## config.mk

```make
export PLATFORM = sky130hd
export DESIGN_NAME = quiz_controller_mp_flat
export DESIGN_NICKNAME = d
export VERILOG_FILES = /design/src/rtl/quiz_pkg.sv /design/src/rtl/quiz_controller_mp_if.sv /design/src/rtl/game_timer.sv /design/src/rtl/quiz_controller_mp.sv /design/src/flat_wrapper.sv
export SDC_FILE = /design/constraint.sdc
export NUM_CORES = 1
export LEC_CHECK = 0
export CORE_MARGIN = 5
export CORE_UTILIZATION = 55
export CTS_CLUSTER_DIAMETER = 60
export DETAILED_ROUTE_END_ITERATION = 12
export PLACE_DENSITY = 0.89
export SETUP_SLACK_MARGIN = 0.15
export SLEW_MARGIN = 10
export SYNTH_ARGS = -nofsm -noshare
export SYNTH_HDL_FRONTEND = slang
export SYNTH_SLANG_ARGS = --single-unit
```

## constraint.sdc

```tcl
create_clock -name clock -period 3.3 [get_ports clock]
set_clock_uncertainty 0.1 [all_clocks]
set_input_delay 0.33 -clock clock [delete_from_list [all_inputs] [get_ports clock]]
set_output_delay 0.33 -clock clock [all_outputs]
set_load 0.01 [all_outputs]
```

## src/rtl/quiz_pkg.sv

```systemverilog
// Shared state codes and width helpers for the multi-player quiz controller.
package quiz_pkg;

    typedef enum logic [3:0] {
        ST_INICIAL    = 4'h0,
        ST_PREPARACAO = 4'h1,
        ST_AGUARDA    = 4'h5,
        ST_REGISTRA   = 4'h6,
        ST_COMPARA    = 4'h7,
        ST_PROXIMA    = 4'h8,
        ST_ACERTO     = 4'hC,
        ST_TIMEOUT    = 4'hD,
        ST_ERRO       = 4'hE,
        ST_FIM        = 4'hF
    } estado_t;

    localparam logic [3:0] DB_INVALIDO = 4'hB;

    // Bits needed to hold 0..n-1, never less than one.
    function automatic int clog2_min1(input int n);
        return (n <= 2) ? 1 : $clog2(n);
    endfunction

endpackage

```

## src/rtl/quiz_controller_mp_if.sv

```systemverilog
// Board/datapath-facing signal bundle of the quiz controller.
interface quiz_controller_mp_if #(
    parameter int N_PLAYERS = 2,
    parameter int N_ROUNDS  = 16,
    parameter int SCORE_W   = 5
);
    localparam int PW = quiz_pkg::clog2_min1(N_PLAYERS);
    localparam int RW = quiz_pkg::clog2_min1(N_ROUNDS + 1);

    logic                         iniciar;
    logic                         modo_treino;
    logic                         fez_jogada;
    logic                         jogada_igual_memoria;
    logic                         registraR;
    logic                         zeraR;
    logic                         liga_led;
    logic                         acertou;
    logic                         errou;
    logic                         timeout;
    logic                         pronto;
    logic [PW-1:0]                jogador_atual;
    logic [RW-1:0]                rodada;
    logic [N_PLAYERS*SCORE_W-1:0] scores;
    logic [PW-1:0]                vencedor;
    logic                         empate;
    logic [3:0]                   db_estado;

    modport master (
        output iniciar, modo_treino, fez_jogada, jogada_igual_memoria,
        input  registraR, zeraR, liga_led, acertou, errou, timeout, pronto,
               jogador_atual, rodada, scores, vencedor, empate, db_estado
    );

    modport slave (
        input  iniciar, modo_treino, fez_jogada, jogada_igual_memoria,
        output registraR, zeraR, liga_led, acertou, errou, timeout, pronto,
               jogador_atual, rodada, scores, vencedor, empate, db_estado
    );
endinterface

```

## src/rtl/game_timer.sv

```systemverilog
// Cycle counter with synchronous clear; fim flags the count LIMIT-1.
module game_timer #(
    parameter int LIMIT = 4,
    parameter int W     = 2
) (
    input  logic         clock,
    input  logic         reset,
    input  logic         zera,
    input  logic         conta,
    output logic         fim,
    output logic [W-1:0] valor
);
    logic [W-1:0] valor_q, valor_d;

    always_comb begin
        valor_d = valor_q;
        if (zera)
            valor_d = '0;
        else if (conta)
            valor_d = valor_q + W'(1);
    end

    always_ff @(posedge clock or negedge reset) begin
        if (!reset)
            valor_q <= '0;
        else
            valor_q <= valor_d;
    end

    assign valor = valor_q;
    assign fim   = (valor_q == W'(LIMIT - 1));
endmodule

```

## src/rtl/quiz_controller_mp.sv

```systemverilog
// Multi-player quiz control unit: rotating turns, per-player scores/errors,
// answer timeout and result display timing, winner/tie detection.
module quiz_controller_mp
    import quiz_pkg::*;
#(
    parameter int N_PLAYERS   = 2,
    parameter int N_ROUNDS    = 16,
    parameter int TIMEOUT_CYC = 5000,
    parameter int RESULT_CYC  = 2000,
    parameter int MAX_ERRORS  = 3,
    parameter int SCORE_W     = 5
) (
    input  logic                 clock,
    input  logic                 reset,
    quiz_controller_mp_if.slave  bus
);
    localparam int PW = clog2_min1(N_PLAYERS);
    localparam int RW = clog2_min1(N_ROUNDS + 1);
    localparam int TW = clog2_min1(TIMEOUT_CYC);
    localparam int DW = clog2_min1(RESULT_CYC);
    localparam int EW = clog2_min1(MAX_ERRORS + 1);

    estado_t           state_q, state_d;
    logic [PW-1:0]     jogador_q, jogador_d;
    logic [RW-1:0]     rodada_q, rodada_d;
    logic              treino_q, treino_d;
    logic [SCORE_W-1:0] score_q [N_PLAYERS];
    logic [SCORE_W-1:0] score_d [N_PLAYERS];
    logic [EW-1:0]     err_q [N_PLAYERS];
    logic [EW-1:0]     err_d [N_PLAYERS];

    logic          em_resultado;
    logic          tmo_fim, res_fim;
    logic [TW-1:0] tmo_valor;
    logic [DW-1:0] res_valor;
    logic          tmo_expira, res_expira;

    assign em_resultado = (state_q == ST_ACERTO) || (state_q == ST_ERRO) ||
                          (state_q == ST_TIMEOUT);

    // Timers hold at their last count instead of wrapping (practice mode idles in AGUARDA).
    game_timer #(.LIMIT(TIMEOUT_CYC), .W(TW)) u_tmo (
        .clock (clock),
        .reset (reset),
        .zera  (state_q != ST_AGUARDA),
        .conta ((state_q == ST_AGUARDA) && !tmo_fim),
        .fim   (tmo_fim),
        .valor (tmo_valor)
    );

    game_timer #(.LIMIT(RESULT_CYC), .W(DW)) u_res (
        .clock (clock),
        .reset (reset),
        .zera  (!em_resultado),
        .conta (em_resultado && !res_fim),
        .fim   (res_fim),
        .valor (res_valor)
    );

    assign tmo_expira = (tmo_valor == TW'(TIMEOUT_CYC - 1));
    assign res_expira = (res_valor == DW'(RESULT_CYC - 1));

    always_comb begin
        state_d   = state_q;
        jogador_d = jogador_q;
        rodada_d  = rodada_q;
        treino_d  = treino_q;
        score_d   = score_q;
        err_d     = err_q;
        case (state_q)
            ST_INICIAL: if (bus.iniciar) state_d = ST_PREPARACAO;
            ST_PREPARACAO: begin
                jogador_d = '0;
                rodada_d  = '0;
                treino_d  = bus.modo_treino;
                for (int p = 0; p < N_PLAYERS; p++) begin
                    score_d[p] = '0;
                    err_d[p]   = '0;
                end
                state_d = ST_AGUARDA;
            end
            ST_AGUARDA: begin
                if (bus.fez_jogada) begin
                    state_d = ST_REGISTRA;
                end else if (!treino_q && tmo_expira) begin
                    state_d = ST_TIMEOUT;
                    if (err_q[jogador_q] != '1) err_d[jogador_q] = err_q[jogador_q] + EW'(1);
                end
            end
            ST_REGISTRA: state_d = ST_COMPARA;
            ST_COMPARA: begin
                if (bus.jogada_igual_memoria) begin
                    state_d = ST_ACERTO;
                    if (score_q[jogador_q] != '1)
                        score_d[jogador_q] = score_q[jogador_q] + SCORE_W'(1);
                end else begin
                    state_d = ST_ERRO;
                    if (err_q[jogador_q] != '1) err_d[jogador_q] = err_q[jogador_q] + EW'(1);
                end
            end
            ST_ACERTO, ST_ERRO, ST_TIMEOUT: begin
                if (res_expira) begin
                    if ((MAX_ERRORS != 0) && (err_q[jogador_q] >= EW'(MAX_ERRORS))) begin
                        state_d = ST_FIM;
                    end else if ((jogador_q == PW'(N_PLAYERS - 1)) &&
                                 (rodada_q == RW'(N_ROUNDS - 1))) begin
                        state_d  = ST_FIM;
                        rodada_d = rodada_q + RW'(1);
                    end else begin
                        state_d = ST_PROXIMA;
                    end
                end
            end
            ST_PROXIMA: begin
                if (jogador_q == PW'(N_PLAYERS - 1)) begin
                    jogador_d = '0;
                    rodada_d  = rodada_q + RW'(1);
                end else begin
                    jogador_d = jogador_q + PW'(1);
                end
                state_d = ST_AGUARDA;
            end
            ST_FIM: if (bus.iniciar) state_d = ST_PREPARACAO;
            default: state_d = ST_INICIAL;
        endcase
    end

    always_ff @(posedge clock or negedge reset) begin
        if (!reset) begin
            state_q   <= ST_INICIAL;
            jogador_q <= '0;
            rodada_q  <= '0;
            treino_q  <= 1'b0;
            for (int p = 0; p < N_PLAYERS; p++) begin
                score_q[p] <= '0;
                err_q[p]   <= '0;
            end
        end else begin
            state_q   <= state_d;
            jogador_q <= jogador_d;
            rodada_q  <= rodada_d;
            treino_q  <= treino_d;
            score_q   <= score_d;
            err_q     <= err_d;
        end
    end

    // Moore outputs decoded from the state register.
    logic [3:0] db_estado;
    always_comb begin
        db_estado = state_q;
        case (state_q)
            ST_INICIAL, ST_PREPARACAO, ST_AGUARDA, ST_REGISTRA, ST_COMPARA,
            ST_PROXIMA, ST_ACERTO, ST_TIMEOUT, ST_ERRO, ST_FIM: db_estado = state_q;
            default: db_estado = DB_INVALIDO;
        endcase
    end

    // Highest score wins; strict '>' keeps the lowest index on a tie.
    logic [SCORE_W-1:0]         melhor;
    logic [PW-1:0]              vencedor;
    logic                       empate, visto;
    logic [N_PLAYERS*SCORE_W-1:0] scores_flat;
    always_comb begin
        melhor      = score_q[0];
        vencedor    = '0;
        empate      = 1'b0;
        visto       = 1'b0;
        scores_flat = '0;
        for (int p = 1; p < N_PLAYERS; p++) begin
            if (score_q[p] > melhor) begin
                melhor   = score_q[p];
                vencedor = PW'(p);
            end
        end
        for (int p = 0; p < N_PLAYERS; p++) begin
            if (score_q[p] == melhor) begin
                if (visto) empate = 1'b1;
                visto = 1'b1;
            end
            scores_flat[p*SCORE_W +: SCORE_W] = score_q[p];
        end
    end

    assign bus.registraR     = (state_q == ST_REGISTRA);
    assign bus.zeraR         = (state_q == ST_INICIAL) || (state_q == ST_PROXIMA) || em_resultado;
    assign bus.liga_led      = (state_q == ST_AGUARDA);
    assign bus.acertou       = (state_q == ST_ACERTO);
    assign bus.errou         = (state_q == ST_ERRO);
    assign bus.timeout       = (state_q == ST_TIMEOUT);
    assign bus.pronto        = (state_q == ST_FIM);
    assign bus.jogador_atual = jogador_q;
    assign bus.rodada        = rodada_q;
    assign bus.scores        = scores_flat;
    assign bus.vencedor      = vencedor;
    assign bus.empate        = empate;
    assign bus.db_estado     = db_estado;
endmodule

```

## src/flat_wrapper.sv

```systemverilog
// flat-port wrapper written by rule: the top's interface ports become plain ports
module quiz_controller_mp_flat import quiz_pkg::*;
#(
    parameter int N_PLAYERS   = 2,
    parameter int N_ROUNDS    = 16,
    parameter int TIMEOUT_CYC = 5000,
    parameter int RESULT_CYC  = 2000,
    parameter int MAX_ERRORS  = 3,
    parameter int SCORE_W     = 5
)
  (clock, reset, bus_iniciar, bus_modo_treino, bus_fez_jogada, bus_jogada_igual_memoria, bus_registraR, bus_zeraR, bus_liga_led, bus_acertou, bus_errou, bus_timeout, bus_pronto, bus_jogador_atual, bus_rodada, bus_scores, bus_vencedor, bus_empate, bus_db_estado);
  quiz_controller_mp_if #(.N_PLAYERS(N_PLAYERS), .N_ROUNDS(N_ROUNDS), .SCORE_W(SCORE_W)) bus_i ();
  input  logic clock;
  input  logic reset;
  input wire logic [$bits(bus_i.iniciar)-1:0] bus_iniciar;
  input wire logic [$bits(bus_i.modo_treino)-1:0] bus_modo_treino;
  input wire logic [$bits(bus_i.fez_jogada)-1:0] bus_fez_jogada;
  input wire logic [$bits(bus_i.jogada_igual_memoria)-1:0] bus_jogada_igual_memoria;
  output wire logic [$bits(bus_i.registraR)-1:0] bus_registraR;
  output wire logic [$bits(bus_i.zeraR)-1:0] bus_zeraR;
  output wire logic [$bits(bus_i.liga_led)-1:0] bus_liga_led;
  output wire logic [$bits(bus_i.acertou)-1:0] bus_acertou;
  output wire logic [$bits(bus_i.errou)-1:0] bus_errou;
  output wire logic [$bits(bus_i.timeout)-1:0] bus_timeout;
  output wire logic [$bits(bus_i.pronto)-1:0] bus_pronto;
  output wire logic [$bits(bus_i.jogador_atual)-1:0] bus_jogador_atual;
  output wire logic [$bits(bus_i.rodada)-1:0] bus_rodada;
  output wire logic [$bits(bus_i.scores)-1:0] bus_scores;
  output wire logic [$bits(bus_i.vencedor)-1:0] bus_vencedor;
  output wire logic [$bits(bus_i.empate)-1:0] bus_empate;
  output wire logic [$bits(bus_i.db_estado)-1:0] bus_db_estado;
  assign bus_i.iniciar = bus_iniciar;
  assign bus_i.modo_treino = bus_modo_treino;
  assign bus_i.fez_jogada = bus_fez_jogada;
  assign bus_i.jogada_igual_memoria = bus_jogada_igual_memoria;
  assign bus_registraR = bus_i.registraR;
  assign bus_zeraR = bus_i.zeraR;
  assign bus_liga_led = bus_i.liga_led;
  assign bus_acertou = bus_i.acertou;
  assign bus_errou = bus_i.errou;
  assign bus_timeout = bus_i.timeout;
  assign bus_pronto = bus_i.pronto;
  assign bus_jogador_atual = bus_i.jogador_atual;
  assign bus_rodada = bus_i.rodada;
  assign bus_scores = bus_i.scores;
  assign bus_vencedor = bus_i.vencedor;
  assign bus_empate = bus_i.empate;
  assign bus_db_estado = bus_i.db_estado;
  quiz_controller_mp #(.N_PLAYERS(N_PLAYERS), .N_ROUNDS(N_ROUNDS), .TIMEOUT_CYC(TIMEOUT_CYC), .RESULT_CYC(RESULT_CYC), .MAX_ERRORS(MAX_ERRORS), .SCORE_W(SCORE_W)) u_core (.clock(clock), .reset(reset), .bus(bus_i));
endmodule
```

==> flow_summary.json <==
{
  "seq_area_frac_synth_pct": 40.5,
  "cts-root-buf": "clkbuf_8",
  "route.vias.total": 2677,
  "final_util_pct": 64.6,
  "regToRegStartpoint": "u_core.bus.jogador_atual",
  "initial_core_util_pct": 55.7,
  "drcViolationCount": 0,
  "status": "finished, final reports clean",
  "cp_common_cell": "nor2_1",
  "core-area_um2": 5440,
  "r2r_end": "u_core.bus.scores[2]",
  "numPortBuffers": 34,
  "worstSetupPathType": "reg -> out",
  "tns_ns": 0,
  "max-vdd-ir-drop_v": 0.000384,
  "drive_gt1_share_pct": 7.14,
  "area_delta_synth_final_pct": 15.9,
  "ctsResizeCount": 0,
  "maxCapViolations": 0,
  "die_area_um2": 7090,
  "final_hold_viol_count": 0,
  "ctsLongestPathBuffers": 2,
  "seqCellArea_um2": 1230,
  "synth-seq-cells": 49,
  "endpoint_kind": "primary output",
  "ys_top_cells_by_count": "49 x dfrtp_1, 47 x nor2_1, 37 x nand2_1, 25 x o21ai_0, 18 x nand3_1",
  "synth_edf_count": 0,
  "crit_buf_inv": 2,
  "synth_area_um2": 3030,
  "grt_util_met3_pct": 3.73,
  "critPathLaunchType": "flop",
  "grt_overflow": 0,
  "finalCritPeriodShare_pct": 81.5,
  "use_met1_pct": 25.1,
  "grt_util_all_layers_pct": 19.1,
  "rows": 27,
  "dr.pass1.iters": 4,
  "critical_path_arrival_ns": 2.26,
  "synth_most_common_cell": "dfrtp_1",
  "grt_antenna_before_repair": 0,
  "num_io_pins": 35,
  "hpwl_mm": 4.72,
  "h-tree-depth": 2,
  "ff2ff_path_depth": 10,
  "grt_pass1_vias": 2495,
  "synth_cells": 348,
  "cts_num_sinks": 49,
  "wl_per_cell_um": 14.5,
  "numCtsBuffers": 5,
  "async_flop_share_pct": 100,
  "max-slew-margin-rel_pct": 28.2,
  "multi_input_area_um2": 1690,
  "p_leak_nw": 1.52,
  "antenna_cells": 0,
  "fillers": 429,
  "grt_setup_unrepaired": "no",
  "total_power_mw": 2.26,
  "crit_chain": "inv_1 -> nor2_1 -> nor2_1 -> o21ai_0 -> clkdlybuf4s50_1",
  "slowest_stage": "dfrtp_1",
  "required_ns": 2.87,
  "wl_mm": 6.52,
  "die_w_um": 84.2,
  "fin_nets": 395,
  "cts_hold_buf": 0,
  "clk_pin_slew_ns": 0.08,
  "synth_ff_type": "dfrtp_1",
  "setup_viol": 0,
  "avgSynthCellArea_um2": 8.71,
  "die_y_um": 84.2,
  "clk-insertion-delay-late_ns": 0.31,
  "tightest_slew_ns": 1.08,
  "drtAntennaViolNets": 0,
  "synth.top_cells.by_area": "dfrtp_1 40%, nor2_1 5.8%, ha_1 5.0%, nand2_1 4.6%, o21ai_0 4.1%",
  "synth_top_area_share_pct": 40.5,
  "gp_congestion": 0.926,
  "syn-num-nets": 366,
  "powerDensity_nw_per_um2": 642,
  "path_delay_family": "buffers and inverters",
  "slew_viol_final": 0,
  "crit_path_max_incr_delay_ns": 0.76,
  "synth_largest_area_cell": "dfrtp_1",
  "synth.yosys.warnings": 0,
  "gr-max-usage-layer": "met2",
  "cts_tree": "built",
  "grt_pass1_wl_mm": 11.4,
  "max_freq_mhz": 372,
  "r2r_setup_slack_ns": 0.76,
  "period_needed_ns": 2.69,
  "grtUsageMet2_pct": 31.2,
  "hold_class": "in -> async",
  "post_cts_buffers": 0,
  "drtIter0Drc": 204,
  "grt_max_degree": 50,
  "synth_cell_type_count": 51,
  "cp_max_fo": 23,
  "avgViaCountPerCell": 5.95
}
==> cell usage in the layout (no fill, tap or decap), drive strengths merged, types with 3 or more instances in the layout <==
master	instances
buf	5
xnor2	11
inv	12
a22o	4
or3	4
nor2b	4
o22ai	4
dfrtp	49
mux2	7
nand2b	8
nor2	47
nand4	7
nand3	18
xor2	10
ha	12
clkbuf	7
o211ai	4
and3	11
o31ai	3
nand2	37
clkdlybuf4s50	33
mux2i	5
nor3	7
o21ai	26
a21oi	14
==> worst max path at each step <==
| stage | slack [ns] | end | startpoint | depth (start not counted) |
|---|---|---|---|---|
| after floorplan | 0.65 | u_core.bus.rodada[3] | u_core.bus.jogador_atual | 9 |
| after global placement | 0.95 | u_core.bus.scores[2] | u_core.bus.jogador_atual | 10 |
| after detailed placement | 0.82 | u_core.bus.scores[7] | u_core.bus.jogador_atual | 11 |
| after CTS | 0.64 | bus_db_estado[3] | u_core.state_q[1] | 5 |
| after global routing | 0.44 | bus_db_estado[3] | u_core.state_q[1] | 5 |
| final | 0.61 | bus_db_estado[3] | u_core.state_q[1] | 5 |
==> worst reg2reg max path, cell delays in order, from the launching register on <==
cell,delay (ns)
dfrtp_1,0.39
buf_4,0.21
o21ai_0,0.27
ha_1,0.30
nor2b_1,0.17
ha_1,0.17
nand4b_1,0.15
nor2_1,0.05
o21ai_0,0.41
o21ai_0,0.17
o21ai_0,0.09
==> area by class of cell <==
type	instances	share of cell area, %
clock buffer	7	2.74
clock inverter	1	0.142
inverter	12	1.28
multi-input combinational	271	48.0
sequential	49	34.9
tap	72	2.56
timing repair buffer	38	10.4
==> power by group <==
group / internal [mW] / switching [mW]
sequential: 0.680 / 0.177
clock: 0.190 / 0.201
combinational: 0.469 / 0.539
total: 1.34 / 0.916
==> routing by layer <==
layer | vias to the layer above | share of wire (%)
li1 | 1286 | -
met2 | 78 | 48
met4 | 0 | 1.9
met1 | 1301 | 46
met3 | 12 | 4.9
met5 | - | 0
==> stage by stage <==
step	instances	hold slack (ns)	setup slack, ns	cell area, µm²
after floorplan	348	-0.0656	0.652	3030
after global placement	442	0.394	0.950	3410
after detailed placement	442	0.416	0.821	3410
after CTS	450	0.146	0.641	3510
after global routing	450	0.194	0.438	3510
final	450	0.115	0.612	3510
==> logic make-up after synthesis <==
group / after synthesis / share of synthesized area (%)
fa+ha+maj: 12 / 4.95
compound gates: 69 / 14.6
mux: 12 / 4.25
xor+xnor: 21 / 6.07
simple gates: 157 / 25.8
flops: 49 / 40.5
buf+inv: 28 / 3.92
==> state kept, by name (all words and copies together) (netlist names) <==
| register | cells |
|---|---|
| u_core.state_q | 4 |
| u_core.u_res.valor | 11 |
| u_core.bus.jogador_atual | 1 |
| u_core.treino_q | 1 |
| u_core.bus.scores | 10 |
| u_core.bus.rodada | 5 |
| u_core.err_q | 4 |
| u_core.u_tmo.valor | 13 |
(Power assumes the default switching activity.)
